`src/rtl/cfg_dprio_rdmux_pkg.sv`:
```
// Shared types and constants for the N-channel DPRIO readdata mux.
package cfg_dprio_rdmux_pkg;

   typedef enum logic [1:0] {
      IDLE = 2'd0,
      WAIT = 2'd1,
      RESP = 2'd2
   } state_t;

   localparam logic [1:0] ERR_OK  = 2'b00;
   localparam logic [1:0] ERR_SEL = 2'b01;
   localparam logic [1:0] ERR_TMO = 2'b10;

   // Wait-counter width; never below one bit so a disabled timeout still elaborates.
   function automatic int unsigned cnt_width(input int unsigned timeout_cycles);
      int unsigned w;
      w = $clog2(timeout_cycles + 1);
      return (w == 0) ? 1 : w;
   endfunction

endpackage

```
`src/rtl/cfg_dprio_onehot_mux.sv`:
```
// AND-OR one-hot readdata mux with a one-hot legality flag on the select.
module cfg_dprio_onehot_mux #(
   parameter int unsigned DATA_WIDTH = 16,
   parameter int unsigned NUM_CH     = 4
) (
   input  logic [NUM_CH-1:0]            sel,
   input  logic [NUM_CH*DATA_WIDTH-1:0] ch_rdata,
   output logic [DATA_WIDTH-1:0]        rdata_c,
   output logic                         is_onehot_c
);

   logic seen;
   logic multi;

   always_comb begin
      rdata_c     = '0;
      seen        = 1'b0;
      multi       = 1'b0;
      is_onehot_c = 1'b0;
      for (int i = 0; i < NUM_CH; i++) begin
         rdata_c = rdata_c | (ch_rdata[i*DATA_WIDTH +: DATA_WIDTH] & {DATA_WIDTH{sel[i]}});
         if (sel[i]) begin
            multi = multi | seen;
            seen  = 1'b1;
         end
      end
      is_onehot_c = seen & ~multi;
   end

endmodule

```
`src/rtl/cfg_dprio_readdata_mux_pipe.sv`:
```
// N-channel DPRIO readdata mux: one-hot select check, wait for the selected
// rvalid with optional timeout, registered single-cycle response.
module cfg_dprio_readdata_mux_pipe
   import cfg_dprio_rdmux_pkg::*;
#(
   parameter int unsigned DATA_WIDTH     = 16,
   parameter int unsigned NUM_CH         = 4,
   parameter int unsigned TIMEOUT_CYCLES = 64
) (
   input  logic                         clk,
   input  logic                         rst_n,
   input  logic                         read_req,
   input  logic [NUM_CH-1:0]            sel,
   input  logic [NUM_CH*DATA_WIDTH-1:0] ch_rdata,
   input  logic [NUM_CH-1:0]            ch_rvalid,
   output logic                         busy,
   output logic                         rdata_valid,
   output logic [DATA_WIDTH-1:0]        data_out,
   output logic [1:0]                   err_code
);

   localparam int unsigned CW       = cnt_width(TIMEOUT_CYCLES);
   localparam bit          TMO_EN   = (TIMEOUT_CYCLES != 0);
   localparam logic [CW-1:0] TMO_LAST = TMO_EN ? CW'(TIMEOUT_CYCLES - 1) : '0;
   localparam logic [CW-1:0] CNT_MAX  = '1;

   state_t              state;
   logic [NUM_CH-1:0]   sel_q;
   logic [CW-1:0]       cnt;
   logic [NUM_CH-1:0]   mux_sel_c;
   logic [DATA_WIDTH-1:0] mux_rdata_c;
   logic                mux_onehot_c;

   // Raw select is checked while idle; the captured select steers data afterwards.
   assign mux_sel_c = (state == IDLE) ? sel : sel_q;

   cfg_dprio_onehot_mux #(
      .DATA_WIDTH (DATA_WIDTH),
      .NUM_CH     (NUM_CH)
   ) u_mux (
      .sel         (mux_sel_c),
      .ch_rdata    (ch_rdata),
      .rdata_c     (mux_rdata_c),
      .is_onehot_c (mux_onehot_c)
   );

   always_ff @(posedge clk or negedge rst_n) begin
      if (!rst_n) begin
         state       <= IDLE;
         busy        <= 1'b0;
         rdata_valid <= 1'b0;
         data_out    <= '0;
         err_code    <= ERR_OK;
         sel_q       <= '0;
         cnt         <= '0;
      end else begin
         rdata_valid <= 1'b0;
         case (state)
            IDLE: begin
               if (read_req) begin
                  sel_q <= sel;
                  busy  <= 1'b1;
                  if (mux_onehot_c) begin
                     state <= WAIT;
                     cnt   <= '0;
                  end else begin
                     state       <= RESP;
                     data_out    <= '0;
                     err_code    <= ERR_SEL;
                     rdata_valid <= 1'b1;
                  end
               end
            end
            WAIT: begin
               // A valid arriving in the final wait cycle beats the timeout.
               if (|(ch_rvalid & sel_q)) begin
                  state       <= RESP;
                  data_out    <= mux_rdata_c;
                  err_code    <= ERR_OK;
                  rdata_valid <= 1'b1;
               end else if (TMO_EN && (cnt == TMO_LAST)) begin
                  state       <= RESP;
                  data_out    <= '0;
                  err_code    <= ERR_TMO;
                  rdata_valid <= 1'b1;
               end else if (cnt != CNT_MAX) begin
                  cnt <= cnt + CW'(1);
               end
            end
            RESP: begin
               state <= IDLE;
               busy  <= 1'b0;
            end
            default: begin
               state <= IDLE;
               busy  <= 1'b0;
            end
         endcase
      end
   end

endmodule

```
`config.mk`:
```
export PLATFORM = sky130hd
export DESIGN_NAME = cfg_dprio_readdata_mux_pipe
export DESIGN_NICKNAME = d
export VERILOG_FILES = /design/src/rtl/cfg_dprio_rdmux_pkg.sv /design/src/rtl/cfg_dprio_onehot_mux.sv /design/src/rtl/cfg_dprio_readdata_mux_pipe.sv
export SDC_FILE = /design/constraint.sdc
export NUM_CORES = 1
export LEC_CHECK = 0
export CORE_AREA = 2 2 76 78
export DETAILED_ROUTE_END_ITERATION = 8
export DIE_AREA = 0 0 78 80
export HOLD_SLACK_MARGIN = 0.02
export PLACE_DENSITY = 0.81
export SYNTH_ARGS = -nofsm -noshare
export SYNTH_HDL_FRONTEND = slang
export SYNTH_HIERARCHICAL = 1
export SYNTH_SLANG_ARGS = --single-unit
```
`constraint.sdc`:
```
create_clock -name clk -period 6.4 [get_ports clk]
set_input_delay 1.28 -clock clk [delete_from_list [all_inputs] [get_ports clk]]
set_output_delay 1.28 -clock clk [all_outputs]
set_load 0.01 [all_outputs]
```
; Word-level counts from Yosys, hierarchy flattened
; Cells that the tools add are included.
[word_totals]
regBits = 33
latchBits = 0
mem_bits_rw = 0
rom_bits = 0
n_memories = 0
[op_classes]
addsub = 1
multipliers = 0
n_div = 0
n_lt_le_gt_ge = 0
n_eq_ne = 10
n_shift = 0
n_mux = 35
bitwise_logic = 13
n_reduce_logical = 8
[op_table]
columns = op, count
row1 = AND 16 bit, 4
row2 = two-way mux 16 bit, 4
row3 = OR 16 bit, 3
row4 = two-way mux 7 bit, 5
row5 = one-hot mux 16 bit (2 select lines), 1
row6 = two-way mux 2 bit, 7
row7 = one-hot mux 7 bit (2 select lines), 1
row8 = two-way mux 1 bit, 12
row9 = inequality test 2 bit (second input constant), 6
row10 = one-hot mux 2 bit (2 select lines), 2
row11 = adder 7 x 1 -> 7 bit (second input constant), 1
row12 = == test 7 x 6 -> 1 bit (second input constant), 1
row13 = inequality test 7 bit (second input constant), 1
row14 = AND reduction 2 bit, 3
row15 = AND reduction 6 bit, 1
row16 = AND 4 bit, 1
row17 = two-way mux 4 bit, 1
row18 = one-hot mux 1 bit (2 select lines), 2
row19 = AND reduction 4 bit, 1
row20 = OR reduction 4 bit, 1
row21 = inequality test 3 bit (second input constant), 1
row22 = == test 2 x 1 -> 1 bit (second input constant), 1
row23 = zero test 2 bit, 1
row24 = NOT 1 bit, 2
row25 = other kinds (3), 4

; Depth between registers and ports, before layout
; Gate-level depths: netlist of run 1.
[depth]
word_depth = 13
depth_mapped = 9

; By module
; Netlist of run 1, hierarchy kept.
[by_module_without_submodules]
columns = mod, n_inst, cells_each, area_per_inst_um2
row1 = cfg_dprio_readdata_mux_pipe, 1, 111, 1446.4
row2 = cfg_dprio_onehot_mux, 1, 60, 392.9

; Least setup slack after synthesis of run 1
; No wires, ideal clock.
[synth_timing]
kind = input -> register
startpoint = input port sel[0]
endpoint = register data_out[0]
setup_time_ps = 65
t_arrival_ps = 3282
required_ps = 6335
slack_ps = 3052
stages = 8
path_buffers = 2
path_cell_list = mux2_2 > buf_2 > xnor2_1 > o311ai_1 > nor2_4 > o31ai_4 > buf_6 > a22o_1
[synth_between]
elab_chain_cells = 11
word_cells_on_any_way = 20
classes_between = eq/ne: 1 / mux: 10 / bitwise: 8 / reduce/logical: 1
[synth_rtl]
columns = item, line_no
row1 = "start, declared", cfg_dprio_readdata_mux_pipe.sv:13  ; input logic [NUM_CH-1:0] sel,
row2 = two-way mux 4 bit (*), cfg_dprio_readdata_mux_pipe.sv:35  ; assign mux_sel_c = (state == IDLE) ? sel : sel_q;
row3 = two-way mux 1 bit (*), cfg_dprio_onehot_mux.sv:22  ; if (sel[i]) begin
row4 = two-way mux 1 bit, cfg_dprio_onehot_mux.sv:22
row5 = OR 1 bit, cfg_dprio_onehot_mux.sv:23  ; multi = multi | seen;
row6 = two-way mux 1 bit, cfg_dprio_onehot_mux.sv:22
row7 = OR 1 bit, cfg_dprio_onehot_mux.sv:23
row8 = two-way mux 1 bit, cfg_dprio_onehot_mux.sv:22
row9 = NOT 1 bit, cfg_dprio_onehot_mux.sv:27  ; is_onehot_c = seen & ~multi;
row10 = AND 1 bit (*), cfg_dprio_onehot_mux.sv:27
row11 = via mux_onehot_c, cfg_dprio_readdata_mux_pipe.sv:32  ; logic mux_onehot_c;
row12 = inequality test 2 bit (no line) (*), -
row13 = AND reduction 4 bit (no line) (*), -
row14 = "end signal, assigned", cfg_dprio_readdata_mux_pipe.sv:78  ; data_out <= mux_rdata_c;
row15 = "end, declared", cfg_dprio_readdata_mux_pipe.sv:18  ; output logic [DATA_WIDTH-1:0] data_out,
; Mark *: on every way through the listed nets, which the timed path passes. The rest lies on a longest branch.
; A chain may end at the register's enable or synchronous reset.

; Final worst setup path of run 1
[layout_timing]
startpoint = input port sel[0]
endpoint = register data_out[6]
[layout_between]
elab_chain_cells = 11
word_cells_on_any_way = 20
classes_between = eq/ne: 1 / mux: 10 / bitwise: 8 / reduce/logical: 1
[layout_rtl]
columns = item, line_no
row1 = two-way mux 4 bit (*), cfg_dprio_readdata_mux_pipe.sv:35
row2 = via mux_sel_c[0], cfg_dprio_readdata_mux_pipe.sv:30  ; logic [NUM_CH-1:0] mux_sel_c;
row3 = two-way mux 1 bit (*), cfg_dprio_onehot_mux.sv:22
row4 = two-way mux 1 bit, cfg_dprio_onehot_mux.sv:22
row5 = OR 1 bit, cfg_dprio_onehot_mux.sv:23
row6 = two-way mux 1 bit, cfg_dprio_onehot_mux.sv:22
row7 = OR 1 bit, cfg_dprio_onehot_mux.sv:23
row8 = two-way mux 1 bit, cfg_dprio_onehot_mux.sv:22
row9 = NOT 1 bit, cfg_dprio_onehot_mux.sv:27
row10 = AND 1 bit (*), cfg_dprio_onehot_mux.sv:27
row11 = via mux_onehot_c, cfg_dprio_readdata_mux_pipe.sv:32
row12 = inequality test 2 bit (no line) (*), -
row13 = AND reduction 4 bit (no line) (*), -
; Marks and branches as above.

==> results of run 1 <==
-- metal layers --
metal  track usage, %  routed length [um]
met3             6.90                 430
met2             28.4                2460
met4             6.32                  36
met1             19.4                2060
met5                0                   0
-- cell type report --
cell class                      instances  area share (%)
Inverter                                6           0.783
Tap cell                               72            3.13
Multi-Input combinational cell        121            31.6
Timing Repair Buffer                   95            33.0
Clock buffer                            8            2.79
Sequential cell                        33            28.7
-- power by group --
| part | switching [mW] | internal, mW |
|---|---|---|
| clock network | 0.0688 | 0.0771 |
| logic | 0.297 | 0.287 |
| registers | 0.0567 | 0.287 |
| total | 0.423 | 0.652 |
-- cells by family after synthesis --
group                      count (synthesis)  synth area share (%)
and+or+nand+nor                           40                  11.1
xor gates and xnor gates                   1                 0.476
AOI/OAI and AO/OA                         68                  30.6
buffers and inverters                     17                  5.71
adders and majority gates                  1                 0.680
DFF                                       33                  44.9
muxes                                     11                  6.53
-- placed cells by master, fill, tap and decap left out, drive strengths merged, types with 2 or more instances in the layout --
cell and n:
nor3 2, a21oi 2, clkbuf 8, o311ai 2, a22oi 34, a22o 16, nand3 5, o31ai 3
o21ai 3, clkdlybuf4s50 94, or4b 2, o211ai 2, and2 2, mux2i 3, inv 6, nand2 22
nor2 2, dfrtp 33, mux2 8
-- flip-flops by register name, summed over array words and instances, names as in the netlist --
signal / flops
cnt: 7
rdata_valid: 1
data_out: 16
err_code: 2
state: 2
sel_q: 4
busy: 1
-- how the worst max path moves through the flow --
stage | end | depth (start not counted) | from
finish | data_out[6]$_DFFE_PN0P_ | 7 | sel[0]
global route | data_out[7]$_DFFE_PN0P_ | 7 | sel[0]
CTS | data_out[6]$_DFFE_PN0P_ | 7 | sel[0]
detailed placement | data_out[10]$_DFFE_PN0P_ | 7 | sel[0]
global placement | data_out[7]$_DFFE_PN0P_ | 7 | sel[0]
floorplan | data_out[0]$_DFFE_PN0P_ | 8 | sel[0]
==> impl_metrics.json, run 1 <==
{
  "status": "completed",
  "hp-class": "reg2reg",
  "drtAntennaViolNets": 0,
  "power_mw": 1.07,
  "die_area_um2": 6240,
  "die_h_um": 80,
  "grt-ovfl-total": 0,
  "clk_pin_slew_worst_paths_ns": 0.06,
  "ff2ff_setup_slack_ns": 3.07,
  "syn2layout_area_growth_pct": 56.3,
  "worst_pin_slew_ns": 0.902,
  "drv_cap": 0,
  "worst_hold_path.endpoint": "data_out[8]$_DFFE_PN0P_",
  "cp_num_buf_inv": 1,
  "synth_top_cell_by_area": "dfrtp_1",
  "cts_resized": 0,
  "instances_no_fill": 335,
  "final_max_slew_viol_count": 0,
  "postCtsHoldBufs": 0,
  "grt_pass1_wl_um": 8270,
  "cp_cell_sequence": "clkdlybuf4s50_1, mux2_2, xnor2_1, o311ai_1, nor2_4, o31ai_4, a22o_1",
  "fin_util_pct": 53.2,
  "drt_wl_total_um": 4980,
  "vdd_drop_max_mv": 0.148,
  "syn-cell-area_um2": 1840,
  "cts-root-buf": "clkbuf_8",
  "synthArstFlopShare_pct": 100,
  "final.setup_skew_ns": 0.00779,
  "h-tree-depth": 2,
  "required_ns": 6.61,
  "fmax_mhz": 255,
  "synth.area.top_cells": "dfrtp_1 45%, a22oi_1 13%, a22o_1 7.6%",
  "p_per_area_nw_per_um2": 374,
  "cp-end-kind": "flop",
  "layout.nets": 338,
  "finalCriticalPeriod_ns": 3.92,
  "r2r-end": "data_out[6]$_DFFE_PN0P_",
  "crit_fanout": 19,
  "syn_area_per_cell_um2": 10.8,
  "clk_path_buf_depth": 2,
  "slew_headroom_pct": 38.9,
  "yosys_warnings": 6,
  "routabilityCongestion": 0.834,
  "timing.hold.ws_ns": 0.502,
  "synth_top_area_share_pct": 44.9,
  "initial_core_util_pct": 34.0,
  "crit_arrival_ns": 4.13,
  "min_path_cells": 1,
  "cpPeakStageDelay_ns": 0.74,
  "hold_violations": 0,
  "drt_iter0_drc": 111,
  "ys_seq_elements": 33,
  "pre_cts_slack_ns": 2.16,
  "fin_crit_sh_pct": 61.3,
  "final_layout_size_suffix_gt1_share_pct": 7.98,
  "vias": 1759,
  "dp_hpwl_um": 3770,
  "cts-buffers-inserted": 5,
  "stdcell_area_um2": 2880,
  "synth_edf_count": 0,
  "p_leak_nw": 1.19,
  "ios": 95,
  "reg2reg_from": "state[0]$_DFFE_PN0P_",
  "synth_most_common_cell": "dfrtp_1",
  "multi_input_area_um2": 908,
  "syn_nets": 247,
  "worstHoldStart": "data_out[8]$_DFFE_PN0P_",
  "fill_cells": 514,
  "finalWorstSetupSlack_ns": 2.48,
  "synth_common_cells": "33 x dfrtp_1, 32 x a22oi_1, 22 x nand2_1",
  "yosysSeqAreaShare_pct": 44.9,
  "die_x_um": 78,
  "setup_tns_ns": 0,
  "crit_type": "in2reg",
  "netlist_instances": 171,
  "numPortBuffers": 94,
  "rows": 27,
  "clk_latency_ns": 0.28,
  "antenna_found_initial": 0,
  "drc": 0,
  "grt_max_degree": 34,
  "n_antenna_cell": 0,
  "crit_path_start_kind": "input pin",
  "core_area_um2": 5410,
  "rsz0062_at_grt": "no",
  "drt-pass1-iter-count": 5,
  "setup_viol": 0,
  "synth_ff_type": "dfrtp_1",
  "grt_pass1_vias": 1824,
  "regArea_um2": 826,
  "tritoncts": "yes",
  "grt_usage_pct": 16.9,
  "cp_slowest_cell": "o311ai_1",
  "cts_sinks": 33,
  "crit_family": "compound AO/OA/AOI/OAI gates",
  "synth_cell_types": 40,
  "dpl.cell_count": 327,
  "routed_via_density": 5.25,
  "postCtsSetupRepairBufs": 0,
  "dpl-instance-area_um2": 2800,
  "rr_worst_depth": 7,
  "wl_per_cell_um": 14.9
}
(Power assumes the default switching activity.)
==> inputs of run 2 (changes only) <==
==> constraint.sdc (replaced) <==
create_clock -name clk -period 3.8 [get_ports clk]
set_input_delay 0.76 -clock clk [delete_from_list [all_inputs] [get_ports clk]]
set_output_delay 0.76 -clock clk [all_outputs]
set_load 0.01 [all_outputs]
==> impl_metrics.json, run 2 (synthesis results as in run 1) <==
{
  "status": "completed",
  "numPortBuffers": 94,
  "final_max_slew_viol_count": 0,
  "core_area_um2": 5410,
  "stdcell_area_um2": 2900,
  "ios": 95,
  "cts-root-buf": "clkbuf_8",
  "cts_sinks": 33,
  "cts_resized": 0,
  "pre_cts_slack_ns": 0.303,
  "n_antenna_cell": 0,
  "drt_wl_total_um": 4860,
  "h-tree-depth": 2,
  "finalWorstSetupSlack_ns": 0.561,
  "r2r-end": "cnt[5]$_DFFE_PN0P_",
  "postCtsHoldBufs": 0,
  "worst_pin_slew_ns": 0.879,
  "rows": 27,
  "ff2ff_setup_slack_ns": 0.56,
  "cp-end-kind": "flop",
  "routed_via_density": 5.13,
  "postCtsSetupRepairBufs": 0,
  "timing.hold.ws_ns": 0.485,
  "die_x_um": 78,
  "grt_max_degree": 34,
  "reg2reg_from": "state[1]$_DFFE_PN0P_",
  "clk_latency_ns": 0.28,
  "required_ns": 3.95,
  "layout_commonest_cell": "clkdlybuf4s50_1",
  "fmax_mhz": 309,
  "vias": 1729,
  "tritoncts": "yes",
  "drc": 0,
  "cts-buffers-inserted": 5,
  "drt-pass1-iter-count": 4,
  "largest_reg_flops": 16,
  "rr_worst_depth": 7,
  "hold_violations": 0,
  "crit_type": "reg2reg",
  "dpl-instance-area_um2": 2810,
  "grt_pass1_wl_um": 8370,
  "largestRegisters": "data_out (16), cnt (7), sel_q (4)",
  "clk_path_buf_depth": 2,
  "crit_path_start_kind": "flop",
  "crit_arrival_ns": 3.39,
  "initial_core_util_pct": 34.0,
  "layout.nets": 340,
  "regMostFlops": "data_out",
  "hp-class": "reg2reg",
  "die_h_um": 80,
  "drt_iter0_drc": 68,
  "final_layout_size_suffix_gt1_share_pct": 9.81,
  "final.setup_skew_ns": 0.00601,
  "antenna_found_initial": 0,
  "wl_per_cell_um": 14.4,
  "setup_tns_ns": 0,
  "grt_usage_pct": 16.9,
  "slew_headroom_pct": 40.5,
  "drv_cap": 0,
  "final_cell_mix": "94 x clkdlybuf4s50_1, 33 x dfrtp_1, 32 x a22oi_1",
  "dp_hpwl_um": 3740,
  "p_per_area_nw_per_um2": 633,
  "setup_viol": 0,
  "p_leak_nw": 1.20,
  "vdd_drop_max_mv": 0.224,
  "rsz0062_at_grt": "no",
  "finalCriticalPeriod_ns": 3.24,
  "routabilityCongestion": 0.801,
  "cp-startpoint": "state[1]$_DFFE_PN0P_",
  "grt_pass1_vias": 1896,
  "crit_end": "cnt[5]$_DFFE_PN0P_",
  "grt-ovfl-total": 0,
  "syn2layout_area_growth_pct": 57.5,
  "crit_fanout": 19,
  "fin_crit_sh_pct": 85.2,
  "drtAntennaViolNets": 0,
  "die_area_um2": 6240,
  "clk_pin_slew_worst_paths_ns": 0.07
}
==> run 2: cell types whose count changed in the layout (fill, tap and decap cells not counted), sizes merged <==
cell	before	now
clkbuf	8	5
clkinv	0	2
buf	1	3
clkinvlp	0	1
==> run 2: report_power, final <==
part	leakage, nW	internal (mW)	switching [mW]
Sequential	0.431	0.483	0.0928
Clock	0.0439	0.126	0.126
Combinational	0.725	0.500	0.507
==> run 2: layer usage <==
metal	global-route usage [%]	share of wire (%)
met5	0	0
met4	5.26	1.1
met3	5.32	7.3
met2	30.8	50
met1	18.7	41
==> run 2: worst min path at each step <==
stage                            start                       to  slack (ns)  depth (start not counted)
2_1_floorplan                    rst_n         busy$_DFFE_PN0P_        0.46                          0
3_3_place_gp   err_code[0]$_DFFE_PN0P_  err_code[0]$_DFFE_PN0P_        0.47                          1
3_5_place_dp   err_code[0]$_DFFE_PN0P_  err_code[0]$_DFFE_PN0P_        0.48                          1
4_1_cts        err_code[0]$_DFFE_PN0P_  err_code[0]$_DFFE_PN0P_        0.49                          1
5_1_grt        data_out[1]$_DFFE_PN0P_  data_out[1]$_DFFE_PN0P_        0.51                          1
6_report       err_code[0]$_DFFE_PN0P_  err_code[0]$_DFFE_PN0P_        0.48                          1
==> run 2: critical path, cell delays in order (launching register included) <==
cell      delay, ns
dfrtp_1        0.44
nor2_1         0.37
mux2_2         0.56
xnor2_1        0.18
o311ai_1       0.74
nand3_1        0.44
o311ai_0       0.24
o41ai_1        0.13
==> run 2: layout make-up <==
type / count / area (um2)
clock buffer: 5 / 68.8
clock inverter: 3 / 17.5
fill: 514 / 2510
inverter: 6 / 22.5
multi-input combinational: 121 / 908
sequential: 33 / 826
tap: 72 / 90.1
timing repair buffer: 97 / 963
==> run 2: stage by stage <==
stage	util, %	std cells	power [mW]
global placement	52.0	329	1.56
floorplan	-	171	1.25
global route	53.6	337	1.98
finish	53.6	337	1.83
CTS	53.6	337	1.86
detailed placement	52.0	329	1.60
==> RTL change (flow settings as in run 2) <==
Change the parameter `TIMEOUT_CYCLES` from 64 to 128.
--- a/src/rtl/cfg_dprio_readdata_mux_pipe.sv
+++ b/src/rtl/cfg_dprio_readdata_mux_pipe.sv
@@ -7,3 +7,3 @@
    parameter int unsigned NUM_CH         = 4,
-   parameter int unsigned TIMEOUT_CYCLES = 64
+   parameter int unsigned TIMEOUT_CYCLES = 128
 ) (
Behaviour: no difference found for any inputs over 4 cycles, from zero or initial values and one cycle with rst_n low; that may be too few to reach the edited logic, so the function may still have changed.
==> RTL change against run 2 <==
Wire length up 9.3%; cell area up 4.1%; sequential power up 1%; synthesized area rose by 6.5%; sequential share of layout area shrank 0.31 points; synthesized cell count grew 11%; setup slack better by 0.082 ns; sequential cell count grew 1; power is 11% higher.
==> RTL change: results (changes against run 2) <==
\begin{tabular}{lr}
\hline
Metric & Value \\
\hline
\multicolumn{2}{l}{\textbf{Pwr}} \\
Sequential logic power & 583 µW (+1\%) \\
Comb pwr share & 0.556 (+0.007) \\
Total leakage power & 1.24 nW (+3.7\%) \\
Relative contribution of sequential cells to total power & 0.286 (-0.028) \\
Cell-internal power & 1.25 mW (+13\%) \\
Peak supply drop & 362 µV (+61\%) \\
\multicolumn{2}{l}{\textbf{STA}} \\
Layout Skew & 0.00597 ns (-0.0000365 ns) \\
Post-Route Hold Slack & 0.511 ns (+0.0260 ns) \\
Final critical-path share of the clock period & 0.831 (-0.0215) \\
Slew margin rel. & 0.243 (-0.162) \\
\multicolumn{2}{l}{\textbf{Place}} \\
Area of placed instances & 2910 µm² (+3.5\%) \\
Estimated wirelength of the detail-placed design & 4070 µm (+8.7\%) \\
Dpl cells & 343 (+4.3\%) \\
\multicolumn{2}{l}{\textbf{Drt}} \\
Final wirelength & 5310 µm (+9.3\%) \\
Met3 Routed Length & 413 µm (+16\%) \\
Met1 routed wirelength after detailed routing & 2320 µm (+16\%) \\
Via density per instance & 5.28 (+3.0\%) \\
Routed WL per cell & 15.1 µm (+4.9\%) \\
Number of DRC markers in iteration 0 & 109 (+60\%) \\
\multicolumn{2}{l}{\textbf{Global routing}} \\
GRT Resource Usage Total & 0.172 (+0.00350) \\
Global-route met3 utilization & 0.0486 (-0.00452) \\
Number of global-route vias before repair & 1860 (-1.9\%) \\
Global-route wire length before repair & 8430 µm (+0.74\%) \\
Global routing usage on met2 & 0.306 (-0.00172) \\
Pin count of the biggest net entering global routing & 35 (+2.9\%) \\
Met1 usage in global routing & 0.197 (+0.0102) \\
\multicolumn{2}{l}{\textbf{Yosys}} \\
Largest cells by area after synthesis & sky130\_fd\_sc\_hd\_\_dfrtp\_1 43\%, sky130\_fd\_sc\_hd\_\_a22oi\_1 13\%, sky130\_fd\_sc\_hd\_\_mux2\_2 4.6\% \\
Sequential share of the synthesized area & 0.435 (-0.0145) \\
Ranking of synthesized cells by instance count & 34 x sky130\_fd\_sc\_hd\_\_a22oi\_1, 34 x sky130\_fd\_sc\_hd\_\_dfrtp\_1, 23 x sky130\_fd\_sc\_hd\_\_nand2\_1 \\
Post-Syn Nets & 265 (+7.3\%) \\
\multicolumn{2}{l}{\textbf{Layout}} \\
Largest registers & data\_out x16, cnt x8, sel\_q x4 \\
Share of post-route cells with drive strength above 1 & 0.115 (+0.0166) \\
\multicolumn{2}{l}{\textbf{Status}} \\
Run status & finished clean \\
\multicolumn{2}{l}{\textbf{Worst setup path}} \\
Arrival time at the worst endpoint & 3.33 ns (-0.06 ns) \\
R2R setup slack & 0.73 ns (+0.17 ns) \\
Slowest stage delay, CP & 0.67 ns (-0.07 ns) \\
Destination of the critical timing path & cnt[3] \\
\multicolumn{2}{l}{\textbf{Hold path}} \\
Hold wc startpoint & data\_out[3] \\
\hline
\end{tabular}
-- RTL change: cell count changes after synthesis, sizes merged, moves of 2 or more --
cell	before	now
a31oi	1	4
clkbuf	3	6
inv	6	4
mux2i	3	0
nand4	0	2
nor2	2	6
o21ai	3	5
o22a	0	2
-- RTL change: cells by family after synthesis --
logic type,count (synthesis),share of synthesized area
fa+ha+maj,1,0.00639
mux,8,0.0460
simple gates,52,0.140
xor+xnor,1,0.00447
flops,34,0.435
compound gates,75,0.312
buf+inv,18,0.0569
-- RTL change: worst min path at each step --
stage / end / cells after the start
global placement: data_out[14] / 1
CTS: data_out[2] / 1
floorplan: busy / 0
detailed placement: data_out[9] / 1
global route: data_out[6] / 1
finish: data_out[3] / 1
-- RTL change: area by class of cell --
class | instances | share of cell area
Tap cell | 72 | 0.0299
Timing Repair Buffer | 96 | 0.317
Clock inverter | 3 | 0.0133
Inverter | 4 | 0.00498
Clock buffer | 5 | 0.0228
Sequential cell | 34 | 0.282
Multi-Input combinational cell | 137 | 0.330
